### src/rtl/mem_port_arbiter_pkg.sv
// mem_port_arbiter_pkg: shared widths, arbiter state encodings and the DM-vs-IF grant rule.
package mem_port_arbiter_pkg;
  localparam int ADDR_W = 16;
  localparam int WORD_W = 16;
  localparam int STAT_W = 16;
  localparam logic [1:0] ARB_IDLE = 2'd0;
  localparam logic [1:0] ARB_WAIT = 2'd1;
  localparam logic [1:0] ARB_RESP = 2'd2;
  function automatic logic dm_wins(input logic if_req, input logic dm_req, input logic starved);
    return dm_req && (!if_req || !starved);
  endfunction
endpackage

### src/rtl/arb_stats.sv
// arb_stats: three free-running wrapping counters for arbiter grants and IDLE-cycle conflicts.
module arb_stats
  import mem_port_arbiter_pkg::*;
(
  input  logic              clk,
  input  logic              reset,
  input  logic              if_grant,
  input  logic              dm_grant,
  input  logic              conflict,
  output logic [STAT_W-1:0] if_grants,
  output logic [STAT_W-1:0] dm_grants,
  output logic [STAT_W-1:0] conflicts
);
  always_ff @(posedge clk or negedge reset) begin
    if (!reset) begin
      if_grants <= '0;
      dm_grants <= '0;
      conflicts <= '0;
    end else begin
      if_grants <= if_grants + STAT_W'(if_grant);
      dm_grants <= dm_grants + STAT_W'(dm_grant);
      conflicts <= conflicts + STAT_W'(conflict);
    end
  end
endmodule

### src/rtl/mem_port_arbiter.sv
// mem_port_arbiter: shares one memory port between IF reads and DM loads/stores, one transaction at a time.
// Define ARB_STATS_EN to add the if_grants/dm_grants/conflicts counter outputs.
module mem_port_arbiter
  import mem_port_arbiter_pkg::*;
#(
  parameter int AW         = ADDR_W,
  parameter int DW         = WORD_W,
  parameter int STARVE_MAX = 4,
  parameter int TIMEOUT    = 15
) (
  input  logic              clk,
  input  logic              reset,
`ifdef ARB_STATS_EN
  output logic [STAT_W-1:0] if_grants,
  output logic [STAT_W-1:0] dm_grants,
  output logic [STAT_W-1:0] conflicts,
`endif
  input  logic              if_req,
  input  logic [AW-1:0]     if_addr,
  output logic              if_ack,
  output logic [DW-1:0]     if_rdata,
  input  logic              dm_req,
  input  logic              dm_we,
  input  logic [AW-1:0]     dm_addr,
  input  logic [DW-1:0]     dm_wdata,
  output logic              dm_ack,
  output logic [DW-1:0]     dm_rdata,
  output logic              err,
  output logic              mem_en,
  output logic              mem_we,
  output logic [AW-1:0]     mem_addr,
  output logic [DW-1:0]     mem_wdata,
  input  logic              mem_ack,
  input  logic [DW-1:0]     mem_rdata
);
  localparam int TW = $clog2(TIMEOUT + 1);
  localparam int SW = $clog2(STARVE_MAX + 1);
  logic [1:0]    state;
  logic          owner_dm;
  logic [TW-1:0] timer;
  logic [SW-1:0] starve_cnt;
  logic          starved, pick_dm, issue, timed_out, done, got_ack;
  assign starved   = starve_cnt == SW'(STARVE_MAX);
  assign pick_dm   = dm_wins(if_req, dm_req, starved);
  assign issue     = state == ARB_IDLE && (if_req || dm_req);
  assign got_ack   = state == ARB_WAIT && mem_ack;
  // timer holds the count of WAIT cycles already elapsed, so this is the last allowed one
  assign timed_out = state == ARB_WAIT && !mem_ack && timer == TW'(TIMEOUT - 1);
  assign done      = got_ack || timed_out;
  always_ff @(posedge clk or negedge reset) begin
    if (!reset) begin
      state      <= ARB_IDLE;
      owner_dm   <= 1'b0;
      timer      <= '0;
      starve_cnt <= '0;
      mem_en     <= 1'b0;
      mem_we     <= 1'b0;
      mem_addr   <= '0;
      mem_wdata  <= '0;
      if_ack     <= 1'b0;
      dm_ack     <= 1'b0;
      err        <= 1'b0;
      if_rdata   <= '0;
      dm_rdata   <= '0;
    end else begin
      state  <= issue ? ARB_WAIT : done ? ARB_RESP : state == ARB_RESP ? ARB_IDLE : state;
      timer  <= state == ARB_WAIT ? timer + 1'b1 : '0;
      mem_en <= issue;
      if_ack <= done && !owner_dm;
      dm_ack <= done && owner_dm;
      err    <= timed_out;
      if (issue) begin
        owner_dm   <= pick_dm;
        mem_we     <= pick_dm && dm_we;
        mem_addr   <= pick_dm ? dm_addr : if_addr;
        mem_wdata  <= pick_dm ? dm_wdata : '0;
        starve_cnt <= pick_dm ? starve_cnt + SW'(if_req && !starved) : '0;
      end
      if (got_ack && !owner_dm) if_rdata <= mem_rdata;
      if (got_ack && owner_dm && !mem_we) dm_rdata <= mem_rdata;
    end
  end
`ifdef ARB_STATS_EN
  arb_stats u_stats (
    .clk       (clk),
    .reset     (reset),
    .if_grant  (issue && !pick_dm),
    .dm_grant  (issue && pick_dm),
    .conflict  (state == ARB_IDLE && if_req && dm_req),
    .if_grants (if_grants),
    .dm_grants (dm_grants),
    .conflicts (conflicts)
  );
`endif
endmodule

### config.mk
export PLATFORM = sky130hd
export DESIGN_NAME = mem_port_arbiter
export DESIGN_NICKNAME = d
export VERILOG_FILES = /design/src/rtl/mem_port_arbiter_pkg.sv /design/src/rtl/arb_stats.sv /design/src/rtl/mem_port_arbiter.sv
export SDC_FILE = /design/constraint.sdc
export NUM_CORES = 1
export LEC_CHECK = 0
export ABC_AREA = 0
export BUFFER_PORTS_ARGS = -buffer_cell sky130_fd_sc_hd__clkbuf_2
export CORE_MARGIN = 2
export CORE_UTILIZATION = 51
export DETAILED_ROUTE_END_ITERATION = 6
export PLACE_DENSITY = 0.85
export RECOVER_POWER = 50
export SLEW_MARGIN = 20
export SYNTH_ARGS = -nofsm -noshare
export SYNTH_HDL_FRONTEND = slang
export SYNTH_HIERARCHICAL = 1
export SYNTH_SLANG_ARGS = --single-unit
export TNS_END_PERCENT = 20
### constraint.sdc
create_clock -name clk -period 2.95 [get_ports clk]
set_clock_uncertainty 0.1 [all_clocks]
set_input_delay 0.4425 -clock clk [delete_from_list [all_inputs] [get_ports clk]]
set_output_delay 0.4425 -clock clk [all_outputs]
set_load 0.005 [all_outputs]
# == Word-level counts from Yosys, hierarchy flattened ==
# Cells that the tools add are included.
# op_classes
add_sub_neg,2
mul,0
div,0
order_cmp,0
eq_ne,4
n_shift,0
muxes,7
bitwise_logic,0
reduce_logical,22
# ops
op,n
$mux W16,2
$logic_and A1 B1 Y1,12
$mux W2,3
$logic_not A1 Y1,5
$add A4 B1 Y4 const B,1
$eq A4 B4 Y1 const B,1
$mux W4,1
$add A3 B1 Y3,1
$eq A3 B3 Y1 const B,1
$logic_or A1 B1 Y1,3
$mux W3,1
$reduce_bool A3 Y1,1
$eq A2 B1 Y1 const B,1
$eq A2 B2 Y1 const B,1
$logic_not A2 Y1,1
# totals
regBits,79
latch_bits,0
mem_bits_rw,0
romBits,0
inputBits,70
out_inout_bits,69
n_memories,0

# == Depth between registers and ports, before layout ==
# Gate-level depths: netlist of run 1.
# logic_depth
depth_word,6
ltp_mapped,6
ltp_nobuf,6

# == Least setup slack after synthesis of run 1 ==
# OpenSTA, ideal clock, no wires.
# synth_path
path_kind,reg2reg
startpoint,register state[1]
endpoint,register dm_rdata[10]
setup_ns,0.125
arrival_ns,1.512
t_required_ns,2.725
path_slack_ns,1.213
path_stages_with_launch,7
n_path_buf,3
synth_period_minus_slack_ns,1.737
cell_sequence,dfrtp_1 nand2b_1 buf_6 nor4bb_4 buf_6 buf_12 mux2_4
# synth_via
elab_chain_len,4
# synth_rtl
element,line_no,source
"start, declared",mem_port_arbiter.sv:38,logic [1:0] state;
"start signal, assigned",mem_port_arbiter.sv:66,state <= issue ? ARB_WAIT : done ? ARB_RESP : state == ARB_RESP ? ARB_IDLE : state;
$eq A2 B1 Y1,mem_port_arbiter.sv:46,assign got_ack = state == ARB_WAIT && mem_ack;
$logic_and A1 B1 Y1,mem_port_arbiter.sv:46,
$logic_and A1 B1 Y1 (2 in a row),mem_port_arbiter.sv:80,if (got_ack && owner_dm && !mem_we) dm_rdata <= mem_rdata;
"end signal, assigned",mem_port_arbiter.sv:80,
"end, declared",mem_port_arbiter.sv:27,"output logic [DW-1:0] dm_rdata,"
# Every way passes these cells.
# A chain may end at the register's enable or synchronous reset.

# == Worst setup path after layout of run 1 ==
# layout_path
startpoint,register state[1]
endpoint,register mem_wdata[0]
# layout_via
elab_chain_len,2
# layout_rtl
element,line_no,source
$logic_not A2 Y1,mem_port_arbiter.sv:45,assign issue = state == ARB_IDLE && (if_req || dm_req);
$logic_and A1 B1 Y1,mem_port_arbiter.sv:45,
"end signal, assigned",mem_port_arbiter.sv:76,mem_wdata <= pick_dm ? dm_wdata : '0;
"end, declared",mem_port_arbiter.sv:32,"output logic [DW-1:0] mem_wdata,"
# Every way passes these cells.

==> results of run 1 <==
==> final timing paths <==
| kind | start | endpoint | slack, ns | depth (start not counted) |
|---|---|---|---|---|
| setup / recovery | state[1]$_DFFE_PN0P_ | mem_wdata[0]$_DFFE_PN0P_ | 0.92 | 4 |
| hold / removal | dm_wdata[15] | mem_wdata[15]$_DFFE_PN0P_ | 0.22 | 2 |
| setup reg to reg | state[1]$_DFFE_PN0P_ | mem_wdata[0]$_DFFE_PN0P_ | 0.92 | 4 |
| hold reg to reg | timer[0]$_DFF_PN0_ | timer[0]$_DFF_PN0_ | 0.39 | 1 |
| max in group asynchronous | reset | timer[1]$_DFF_PN0_ | 1.08 | 1 |
| min in group asynchronous | reset | mem_addr[15]$_DFFE_PN0P_ | 0.52 | 1 |
==> critical path, cell delays in order, from the launching register on <==
cell and delay (ns):
dfrtp_1 0.42, nor2_1 0.21, and3_1 0.71, buf_4 0.34, a22o_1 0.17
==> per-stage QoR <==
stage	instances	instance area (µm²)	power (mW)	worst slack, ns
finish	434	4080	4.16	0.923
global route	434	4080	4.44	0.688
CTS	434	4100	4.24	0.926
detailed placement	420	3960	3.58	0.881
global placement	420	3960	3.48	0.968
floorplan	215	3250	2.91	1.21
==> kinds of logic after synthesis <==
logic type / Yosys count / synth area share [%]
XOR/XNOR: 2 / 0.539
adder cells (fa/ha/maj): 4 / 1.54
multiplexers: 32 / 12.2
buffers and inverters: 17 / 3.81
flip-flops: 79 / 60.8
AND/OR/NAND/NOR: 22 / 5.31
AO/OA/AOI/OAI: 59 / 15.7
==> final cells by class <==
cell class | count | area, µm²
flip-flops and latches | 79 | 1980
fillers | 514 | 2160
inverters | 3 | 11.3
clock inverters | 2 | 10.0
multi-input cells | 119 | 1150
clock buffers | 12 | 135
repair buffers | 142 | 704
well taps | 77 | 96.3
==> layer usage <==
| layer | up-vias | wire length [µm] | part of all wire [%] | GRT usage, % |
|---|---|---|---|---|
| li1 | 1085 | - | - | - |
| met1 | 1178 | 2870 | 41 | 26.8 |
| met2 | 104 | 3600 | 51 | 34.1 |
| met3 | 10 | 466 | 6.6 | 4.06 |
| met4 | 0 | 87 | 1.2 | 7.18 |
| met5 | - | 0 | 0 | 0 |
==> layout by cell type (no fill, tap or decap), types with 2 or more instances in the layout <==
master,count
a21boi_0,2
a221o_1,16
a22o_1,19
buf_4,3
clkbuf_1,14
clkbuf_2,128
clkbuf_8,9
clkinv_2,2
dfrtp_1,79
ha_1,4
inv_1,3
mux2_2,22
mux2_4,10
nand3_1,3
nand4b_1,2
nor2_1,6
nor3_1,2
o21a_1,16
o21ai_0,3
==> state kept, by name, summed over array words and instances (netlist names) <==
name and count:
mem_wdata 16, state 2, dm_ack 1, mem_we 1
starve_cnt 3, mem_en 1, if_ack 1, err 1
owner_dm 1, timer 4, if_rdata 16, mem_addr 16
dm_rdata 16
==> power groups by stage <==
stage | clock (mW) | sequential [mW] | combinational (mW)
finish | 0.641 | 1.89 | 1.63
global route | 0.705 | 1.95 | 1.79
CTS | 0.664 | 1.89 | 1.68
detailed placement | 0 | 1.90 | 1.68
global placement | 0 | 1.88 | 1.59
floorplan | 0 | 1.89 | 1.02
==> qor.csv, run 1 <==
stage,metric,value,unit
run_status,outcome,"finished, violations left",
run_status,violations,"max-capacitance violations, max-slew violations",
floorplanning,die_h,83.8,µm
routing,antenna_left,0,
routing,post-route-drc-count,0,
clock_network,hold_buffers,0,
logic_synthesis,synth_flop_cell,dfrtp_1,
finish,layout-drive-gt1-share,50.1,%
finish,postLayoutCoreUtil,65.4,%
clock_network,cts_tree,done,
global_route,grt_pass1_vias,2325,
logic_synthesis,ys_async_sr_fraction,100,%
clock_network,insertion_delay,0.33,ns
floorplanning,die_area,0.00703,mm²
timing,worstMarginPinSlew,1.90,ns
worst_setup_path,cp.required,3.11,ns
clock_network,cts_buffers,9,
flow_run,maxCapViolations,1,
timing,rsz0062_at_grt,no,
clock_network,clock_path_buffers,2,
timing,slew_headroom,-26.8,%
clock_network,clock-root-buffer,clkbuf_8,
hold_path,hp-class,input port to flop,
logic_synthesis,synth-seq-area-share,60.8,%
power,seq_power_share,45.4,%
routing,routedWlPerCell,16.2,µm
floorplanning,std_cell_rows,29,
logic_synthesis,synth_common_cells,"dfrtp_1 (79), mux2_2 (22), a22o_1 (19)",
logic_synthesis,syn-num-nets,289,
routing,vias,2377,
power,p_leak,2.07,nW
worst_setup_path,cp_max_fo,21,
worst_setup_path,criticalPathCategory,flop to flop,
logic_synthesis,yosysWarnings,6,
timing,setup_tns,0,ns
finish,finalNetCount,428,
power,p_sw_share,32.7,%
logic_synthesis,ys_seq_elements,79,
logic_synthesis,syn_inst,215,
logic_synthesis,yosysTopAreaCell,dfrtp_1,
logic_synthesis,synth_area,0.00325,mm²
routing,drt_first_pass_iters,4,
global_route,grt_usage,20.4,%
power,power_switching,1.36,mW
power,ir_drop,0.000618,V
timing,period_needed,2.03,ns
finish,antenna_cells,0,
clock_network,clk_pin_slew,0.08,ns
power,combPwrFrac,39.2,%
logic_synthesis,synth_edf_count,0,
logic_synthesis,ys_top_cells_by_area,"dfrtp_1 (61%), mux2_2 (7.6%), a22o_1 (5.1%)",
logic_synthesis,synthMostInstantiatedCell,dfrtp_1,
routing,wl,7.02,mm
clock_network,postCtsSetupBuffers,0,
timing,max_freq,0.493,GHz
power,p_int,2.80,mW
logic_synthesis,synth.top_cell.area_share,60.8,%
clock_network,htree_levels,3,
power,clkPwrFrac,15.4,%
place,portBuffers,138,
clock_network,cts_sinks,79,
logic_synthesis,synth.distinct_cells,33,
routing,vias_per_cell,5.48,
timing,fin_crit_sh,68.7,%
place,hpwl,5.16,mm
clock_network,cts_resized,0,
worst_setup_path,crit_path_end_kind,flop,
timing,hold_viol,0,
global_route,antenna_found_initial,0,
global_route,grt_max_degree,80,
timing,drv_slew,80,
worst_setup_path,cp-start-kind,flop,
power,power_density,1020,mW/mm²
floorplanning,core_area,0.00624,mm²
logic_synthesis,syn-mean-instance-area,15.1,µm²
routing,dr.first_iter.drc_count,88,
global_route,grt_pass1_wl,11.4,mm
place,place.gp.congestion,0.873,
finish,area_growth,25.6,%
floorplanning,die_x,83.8,µm
timing,hold_ws,0.224,ns
floorplanning,start_util,52.1,%
global_route,grt_overflow_total,0,
floorplanning,io_pins,139,
worst_setup_path,cp.arrival,2.18,ns
timing,setup_viol,0,
(Power assumes the default switching activity.)
==> inputs of run 2 (changes only) <==
CORE_UTILIZATION = 43   (was 51)
PLACE_DENSITY = 0.76   (was 0.85)
clock period = 1.8 ns   (was 2.95 ns; I/O delays follow)
==> qor.csv, run 2 (same netlist as run 1, synthesis figures left out) <==
stage,metric,value,unit,change
run_status,outcome,finished clean,,"was finished, violations left"
timing,worstMarginPinSlew,1.03,ns,was 1.90 ns
worst_setup_path,reg2reg_slack,0.03,ns,was 0.92 ns
global_route,antenna_found_initial,0,,unchanged
worst_setup_path,r2r_cells,5,,was 4
worst_setup_path,critPathMaxStageDelay,0.41,ns,was 0.71 ns
flow_run,maxCapViolations,0,,was 1
place,place.gp.congestion,0.751,,was 0.873
power,power_density,1680,mW/mm²,was 1020 mW/mm²
routing,vias,2355,,was 2377
finish,mostFrequentLayoutCells,"clkbuf_2 (137), dfrtp_1 (79), mux2_2 (22)",,"was clkbuf_2 (128), dfrtp_1 (79), mux2_2 (22)"
routing,vias_per_cell,5.04,,was 5.48
timing,hold_viol,0,,unchanged
timing,period_needed,1.77,ns,was 2.03 ns
routing,wl,7.06,mm,was 7.02 mm
worst_setup_path,cp.arrival,1.90,ns,was 2.18 ns
floorplanning,die_area,0.00827,mm²,was 0.00703 mm²
floorplanning,std_cell_rows,31,,was 29
worst_setup_path,regToRegEndpoint,if_rdata[9]$_DFFE_PN0P_,,was mem_wdata[0]$_DFFE_PN0P_
floorplanning,io_pins,139,,unchanged
place,hpwl,4.97,mm,was 5.16 mm
global_route,grt_max_degree,80,,unchanged
clock_network,clock_path_buffers,2,,unchanged
floorplanning,die_x,90.9,µm,was 83.8 µm
floorplanning,core_area,0.00729,mm²,was 0.00624 mm²
timing,max_freq,0.564,GHz,was 0.493 GHz
power,ir_drop,0.000636,V,was 0.000618 V
worst_setup_path,criticalPathCategory,flop to flop,,unchanged
hold_path,hp-class,input port to flop,,unchanged
global_route,grt_pass1_vias,2311,,was 2325
finish,layout-drive-gt1-share,55.7,%,was 50.1%
finish,finalNetCount,439,,was 428
clock_network,insertion_delay,0.33,ns,about the same
timing,rsz0062_at_grt,yes,,was no
routing,dr.first_iter.drc_count,77,,was 88
worst_setup_path,r2r_start,state[1]$_DFFE_PN0P_,,unchanged
timing,drv_slew,0,,was 80
worst_setup_path,cp_max_fo,8,,was 21
clock_network,clk_pin_slew,0.08,ns,about the same
routing,post-route-drc-count,0,,unchanged
clock_network,htree_levels,3,,unchanged
clock_network,cts_tree,done,,unchanged
routing,drt_first_pass_iters,4,,unchanged
clock_network,clock-root-buffer,clkbuf_8,,unchanged
worst_setup_path,critPathLaunch,state[1]$_DFFE_PN0P_,,unchanged
hold_path,hold_end,mem_wdata[7]$_DFFE_PN0P_,,was mem_wdata[15]$_DFFE_PN0P_
worst_setup_path,cpMaxStageDelayCell,dfrtp_1,,was and3_1
hold_path,hold_path_depth,2,,unchanged
floorplanning,start_util,44.6,%,was 52.1%
timing,finalWorstSetupSlack,0.0254,ns,was 0.923 ns
worst_setup_path,cp.required,1.92,ns,was 3.11 ns
timing,setup_viol,0,,unchanged
power,fin_total_pwr,7.23,mW,was 4.16 mW
global_route,grt_usage,17.3,%,was 20.4%
finish,area_growth,32.2,%,was 25.6%
floorplanning,die_h,90.9,µm,was 83.8 µm
clock_network,cts_sinks,79,,unchanged
hold_path,hp-start,dm_wdata[7],,was dm_wdata[15]
worst_setup_path,crit_path_end_kind,flop,,unchanged
worst_setup_path,cp-start-kind,flop,,unchanged
timing,slew_headroom,31.4,%,was -26.8%
global_route,grt_overflow_total,0,,unchanged
finish,antenna_cells,0,,unchanged
timing,fin_crit_sh,98.6,%,was 68.7%
place,portBuffers,138,,unchanged
global_route,grt_pass1_wl,11.3,mm,was 11.4 mm
finish,final_common_cell,clkbuf_2,,unchanged
worst_setup_path,crit_path_cell_trace,"nand2b_4, buf_6, nor3b_4, clkbuf_16, mux2_2",,"was nor2_1, and3_1, buf_4, a22o_1"
power,p_leak,2.19,nW,was 2.07 nW
routing,routedWlPerCell,15.1,µm,was 16.2 µm
clock_network,cts_buffers,9,,unchanged
place,pre_cts_ws,0.0467,ns,was 0.881 ns
routing,antenna_left,0,,unchanged
run 2: worst max path at each step:
stage / end / cells past startpoint
2_1_floorplan: dm_rdata[10]$_DFFE_PN0P_ / 6
3_3_place_gp: mem_addr[14]$_DFFE_PN0P_ / 4
3_5_place_dp: mem_addr[14]$_DFFE_PN0P_ / 4
4_1_cts: if_rdata[11]$_DFFE_PN0P_ / 5
5_1_grt: if_rdata[9]$_DFFE_PN0P_ / 5
6_report: if_rdata[9]$_DFFE_PN0P_ / 5
run 2: critical path, delay by kind of cell, from the launching register on:
family                 cells  cell delay, ns
DFF                        1            0.41
buffers and inverters      2            0.35
and+or+nand+nor            2            0.48
muxes                      1            0.33
run 2: metrics by stage:
stage / setup TNS (ns) / cells / instance area, µm² / utilization, % / hold slack (ns)
CTS: 0 / 463 / 4250 / 58.3 / 0.0267
global route: -0.132 / 467 / 4300 / 58.9 / 0.0315
detailed placement: 0 / 448 / 4050 / 55.6 / 0.226
floorplan: 0 / 215 / 3250 / - / -0.126
global placement: 0 / 448 / 4050 / 55.6 / 0.224
finish: 0 / 467 / 4300 / 58.9 / 0.0454
run 2: layer usage:
metal  vias to the layer above  track usage (%)  share of wire, %
li1                       1102                -                 -
met5                         -                0                 0
met3                        11             4.23               6.3
met1                      1145             22.2                45
met2                        97             27.7                48
met4                         0             7.95               1.6
run 2: layout make-up:
class	count	area, µm²
clock buffer	10	138
sequential	79	1980
multi-input combinational	119	1160
timing repair buffer	153	842
tap	99	124
clock inverter	4	47.5
inverter	3	11.3
fill	603	3000
run 2: what timing repair did:
action	4_1_cts	5_1_grt
gates cloned	0	1
pin swaps	0	1
endpoints found under the setup margin	1	21
hold endpoints to repair	79	0
buffers inserted	0	3
hold buffers	1	0
resized for setup	1	2
run 2: where the power goes:
group | switching (mW) | internal (mW)
sequential | 0.494 | 2.58
clock | 0.581 | 0.658
combinational | 1.21 | 1.71
==> inputs of run 3 (changes only) <==
CORE_UTILIZATION = 40   (was 43)
PLACE_DENSITY = 0.72   (was 0.76)
SYNTH_HIERARCHICAL = not set   (was 1)
==> qor.csv, run 3 <==
stage,metric,value,unit,change
global_route,antenna_found_initial,0,,unchanged
logic_synthesis,synthMostInstantiatedCell,dfrtp_1,,unchanged
routing,wl,7.05,mm,was 7.06 mm
logic_synthesis,yosysTopAreaCell,dfrtp_1,,unchanged
routing,vias,2368,,was 2355
logic_synthesis,synth_common_cells,"dfrtp_1 (79), mux2_2 (22), a22o_1 (19)",,unchanged
timing,rsz0062_at_grt,no,,was yes
worst_setup_path,regToRegEndpoint,if_rdata[7]$_DFFE_PN0P_,,was if_rdata[9]$_DFFE_PN0P_
global_route,grt_pass1_wl,10.9,mm,was 11.3 mm
power,ir_drop,0.000585,V,was 0.000636 V
flow_run,maxCapViolations,0,,unchanged
worst_setup_path,reg2reg_slack,0.10,ns,was 0.03 ns
global_route,grt_usage,15.9,%,was 17.3%
floorplanning,die_h,94.1,µm,was 90.9 µm
floorplanning,die_area,0.00886,mm²,was 0.00827 mm²
routing,routedWlPerCell,14.9,µm,was 15.1 µm
clock_network,clock_path_buffers,2,,unchanged
logic_synthesis,synth_edf_count,0,,unchanged
routing,antenna_left,0,,unchanged
logic_synthesis,synth_flop_cell,dfrtp_1,,unchanged
timing,hold_ws,0.0475,ns,was 0.0454 ns
logic_synthesis,syn_inst,215,,unchanged
timing,setup_viol,0,,unchanged
logic_synthesis,ys_seq_elements,79,,unchanged
logic_synthesis,synth.top_cell.area_share,60.8,%,unchanged
finish,final_common_cell,clkbuf_2,,unchanged
worst_setup_path,r2r_cells,5,,unchanged
finish,layout-drive-gt1-share,53.0,%,was 55.7%
finish,antenna_cells,0,,unchanged
routing,dr.first_iter.drc_count,93,,was 77
routing,vias_per_cell,5.02,,was 5.04
timing,setup_tns,0,ns,unchanged
place,portBuffers,138,,unchanged
clock_network,clk_pin_slew,0.08,ns,about the same
worst_setup_path,cpMaxStageDelayCell,dfrtp_1,,unchanged
clock_network,cts_buffers,9,,unchanged
global_route,grt_max_degree,37,,was 80
place,hpwl,5.32,mm,was 4.97 mm
worst_setup_path,cp_max_fo,16,,was 8
floorplanning,std_cell_rows,32,,was 31
hold_path,hp-start,dm_wdata[7],,unchanged
floorplanning,io_pins,139,,unchanged
run_status,outcome,finished clean,,unchanged
clock_network,clock-root-buffer,clkbuf_8,,unchanged
logic_synthesis,yosysWarnings,0,,was 6
power,p_leak,2.17,nW,was 2.19 nW
logic_synthesis,synth-seq-area-share,60.8,%,unchanged
timing,slew_headroom,46.4,%,was 31.4%
floorplanning,core_area,0.00781,mm²,was 0.00729 mm²
clock_network,cts_resized,0,,was 1
worst_setup_path,crit_path_cell_trace,"nand2b_1, buf_4, nor3b_4, buf_12, mux2_2",,"was nand2b_4, buf_6, nor3b_4, clkbuf_16, mux2_2"
clock_network,hold_buffers,1,,unchanged
timing,hold_viol,0,,unchanged
worst_setup_path,cp.required,1.92,ns,about the same
place,place_area,0.00411,mm²,was 0.00405 mm²
finish,mostFrequentLayoutCells,"clkbuf_2 (131), dfrtp_1 (79), mux2_2 (22)",,"was clkbuf_2 (137), dfrtp_1 (79), mux2_2 (22)"
clock_network,insertion_delay,0.33,ns,about the same
hold_path,hp-class,input port to flop,,unchanged
worst_setup_path,cp.arrival,1.82,ns,was 1.90 ns
finish,fin_area,0.00433,mm²,was 0.00430 mm²
worst_setup_path,crit_path_end_kind,flop,,unchanged
hold_path,hold_end,mem_wdata[7]$_DFFE_PN0P_,,unchanged
timing,drv_slew,0,,unchanged
worst_setup_path,cp-start-kind,flop,,unchanged
logic_synthesis,synth_area,0.00325,mm²,unchanged
finish,postLayoutCoreUtil,55.4,%,was 58.9%
worst_setup_path,criticalPathCategory,flop to flop,,unchanged
floorplanning,die_x,94.1,µm,was 90.9 µm
worst_setup_path,critPathMaxStageDelay,0.38,ns,was 0.41 ns
finish,finalNetCount,439,,unchanged
global_route,grt_overflow_total,0,,unchanged
floorplanning,start_util,41.6,%,was 44.6%
worst_setup_path,critPathLaunch,state[1]$_DFFE_PN0P_,,unchanged
timing,max_freq,0.589,GHz,was 0.564 GHz
place,place.gp.congestion,0.679,,was 0.751
power,power_density,1700,mW/mm²,was 1680 mW/mm²
routing,drt_first_pass_iters,4,,unchanged
routing,post-route-drc-count,0,,unchanged
finish,fillers,696,,was 603
hold_path,hold_path_depth,2,,unchanged
finish,area_growth,33.2,%,was 32.2%
logic_synthesis,ys_async_sr_fraction,100,%,unchanged
worst_setup_path,r2r_start,state[1]$_DFFE_PN0P_,,unchanged
clock_network,postCtsSetupBuffers,0,,unchanged
logic_synthesis,ys_top_cells_by_area,"dfrtp_1 (61%), mux2_2 (7.6%), a22o_1 (5.1%)",,unchanged
clock_network,cts_sinks,79,,unchanged
global_route,grt_pass1_vias,2291,,was 2311
logic_synthesis,syn-mean-instance-area,15.1,µm²,unchanged
clock_network,cts_tree,done,,unchanged
logic_synthesis,syn-num-nets,289,,unchanged
logic_synthesis,synth.distinct_cells,33,,unchanged
timing,fin_crit_sh,94.2,%,was 98.6%
timing,period_needed,1.70,ns,was 1.77 ns
timing,worstMarginPinSlew,0.804,ns,was 1.03 ns
clock_network,htree_levels,3,,unchanged
## run 3: cell counts after synthesis
Identical to the previous run, type by type.
## run 3: critical path: cells and delay by family (launching register included)
family	cells	cell delay (ns)
buf+inv	2	0.37
simple gates	2	0.40
flops	1	0.38
mux	1	0.34
## run 3: area by class of cell
| type | count | area [µm²] | share of cell area (%) |
|---|---|---|---|
| Tap cell | 102 | 128 | 2.95 |
| Sequential cell | 79 | 1980 | 45.7 |
| Clock buffer | 10 | 128 | 2.95 |
| Multi-Input combinational cell | 119 | 1150 | 26.5 |
| Clock inverter | 6 | 92.6 | 2.14 |
| Inverter | 3 | 11.3 | 0.260 |
| Timing Repair Buffer | 153 | 843 | 19.5 |
## run 3: layer usage
layer,share of wire (%),track usage [%],up-vias,routed length (µm)
li1,-,-,1102,-
met1,44,21.0,1172,3080
met3,6.4,4.01,7,451
met5,0,0,-,0
met4,1.0,5.07,0,73
met2,49,25.5,87,3440
## run 3: cells by family (layout without fill, tap and decap cells)
| logic type | after synthesis | in the layout | share of synthesized area [%] |
|---|---|---|---|
| adder cells (fa/ha/maj) | 4 | 4 | 1.54 |
| flip-flops | 79 | 79 | 60.8 |
| XOR/XNOR | 2 | 2 | 0.539 |
| multiplexers | 32 | 32 | 12.2 |
| AND/OR/NAND/NOR | 22 | 22 | 5.31 |
| AO/OA/AOI/OAI | 59 | 59 | 15.7 |
| buffers and inverters | 17 | 172 | 3.81 |
## run 3: worst max path at each step
| stage | endpoint | cells past startpoint | slack [ns] |
|---|---|---|---|
| 6_report | if_rdata[7]$_DFFE_PN0P_ | 5 | 0.10 |
| 3_5_place_dp | if_rdata[7]$_DFFE_PN0P_ | 5 | 0.11 |
| 5_1_grt | if_rdata[7]$_DFFE_PN0P_ | 5 | 0.03 |
| 3_3_place_gp | if_rdata[4]$_DFFE_PN0P_ | 5 | 0.14 |
| 2_1_floorplan | dm_rdata[10]$_DFFE_PN0P_ | 6 | 0.06 |
| 4_1_cts | if_rdata[8]$_DFFE_PN0P_ | 5 | 0.09 |
## run 3: metrics by stage
step	total power [mW]	cells	setup slack, ns
after floorplan	4.76	215	0.0629
after global placement	5.90	455	0.142
after detailed placement	6.03	455	0.106
after CTS	7.49	472	0.0925
after global routing	7.88	472	0.0334
final	7.38	472	0.104
## run 3: report_power, final
| part | switching [mW] | leakage, nW | internal [mW] |
|---|---|---|---|
| Sequential | 0.504 | 0.983 | 2.58 |
| Clock | 0.636 | 0.104 | 0.791 |
| Combinational | 1.18 | 1.09 | 1.68 |
| Total | 2.32 | 2.17 | 5.05 |
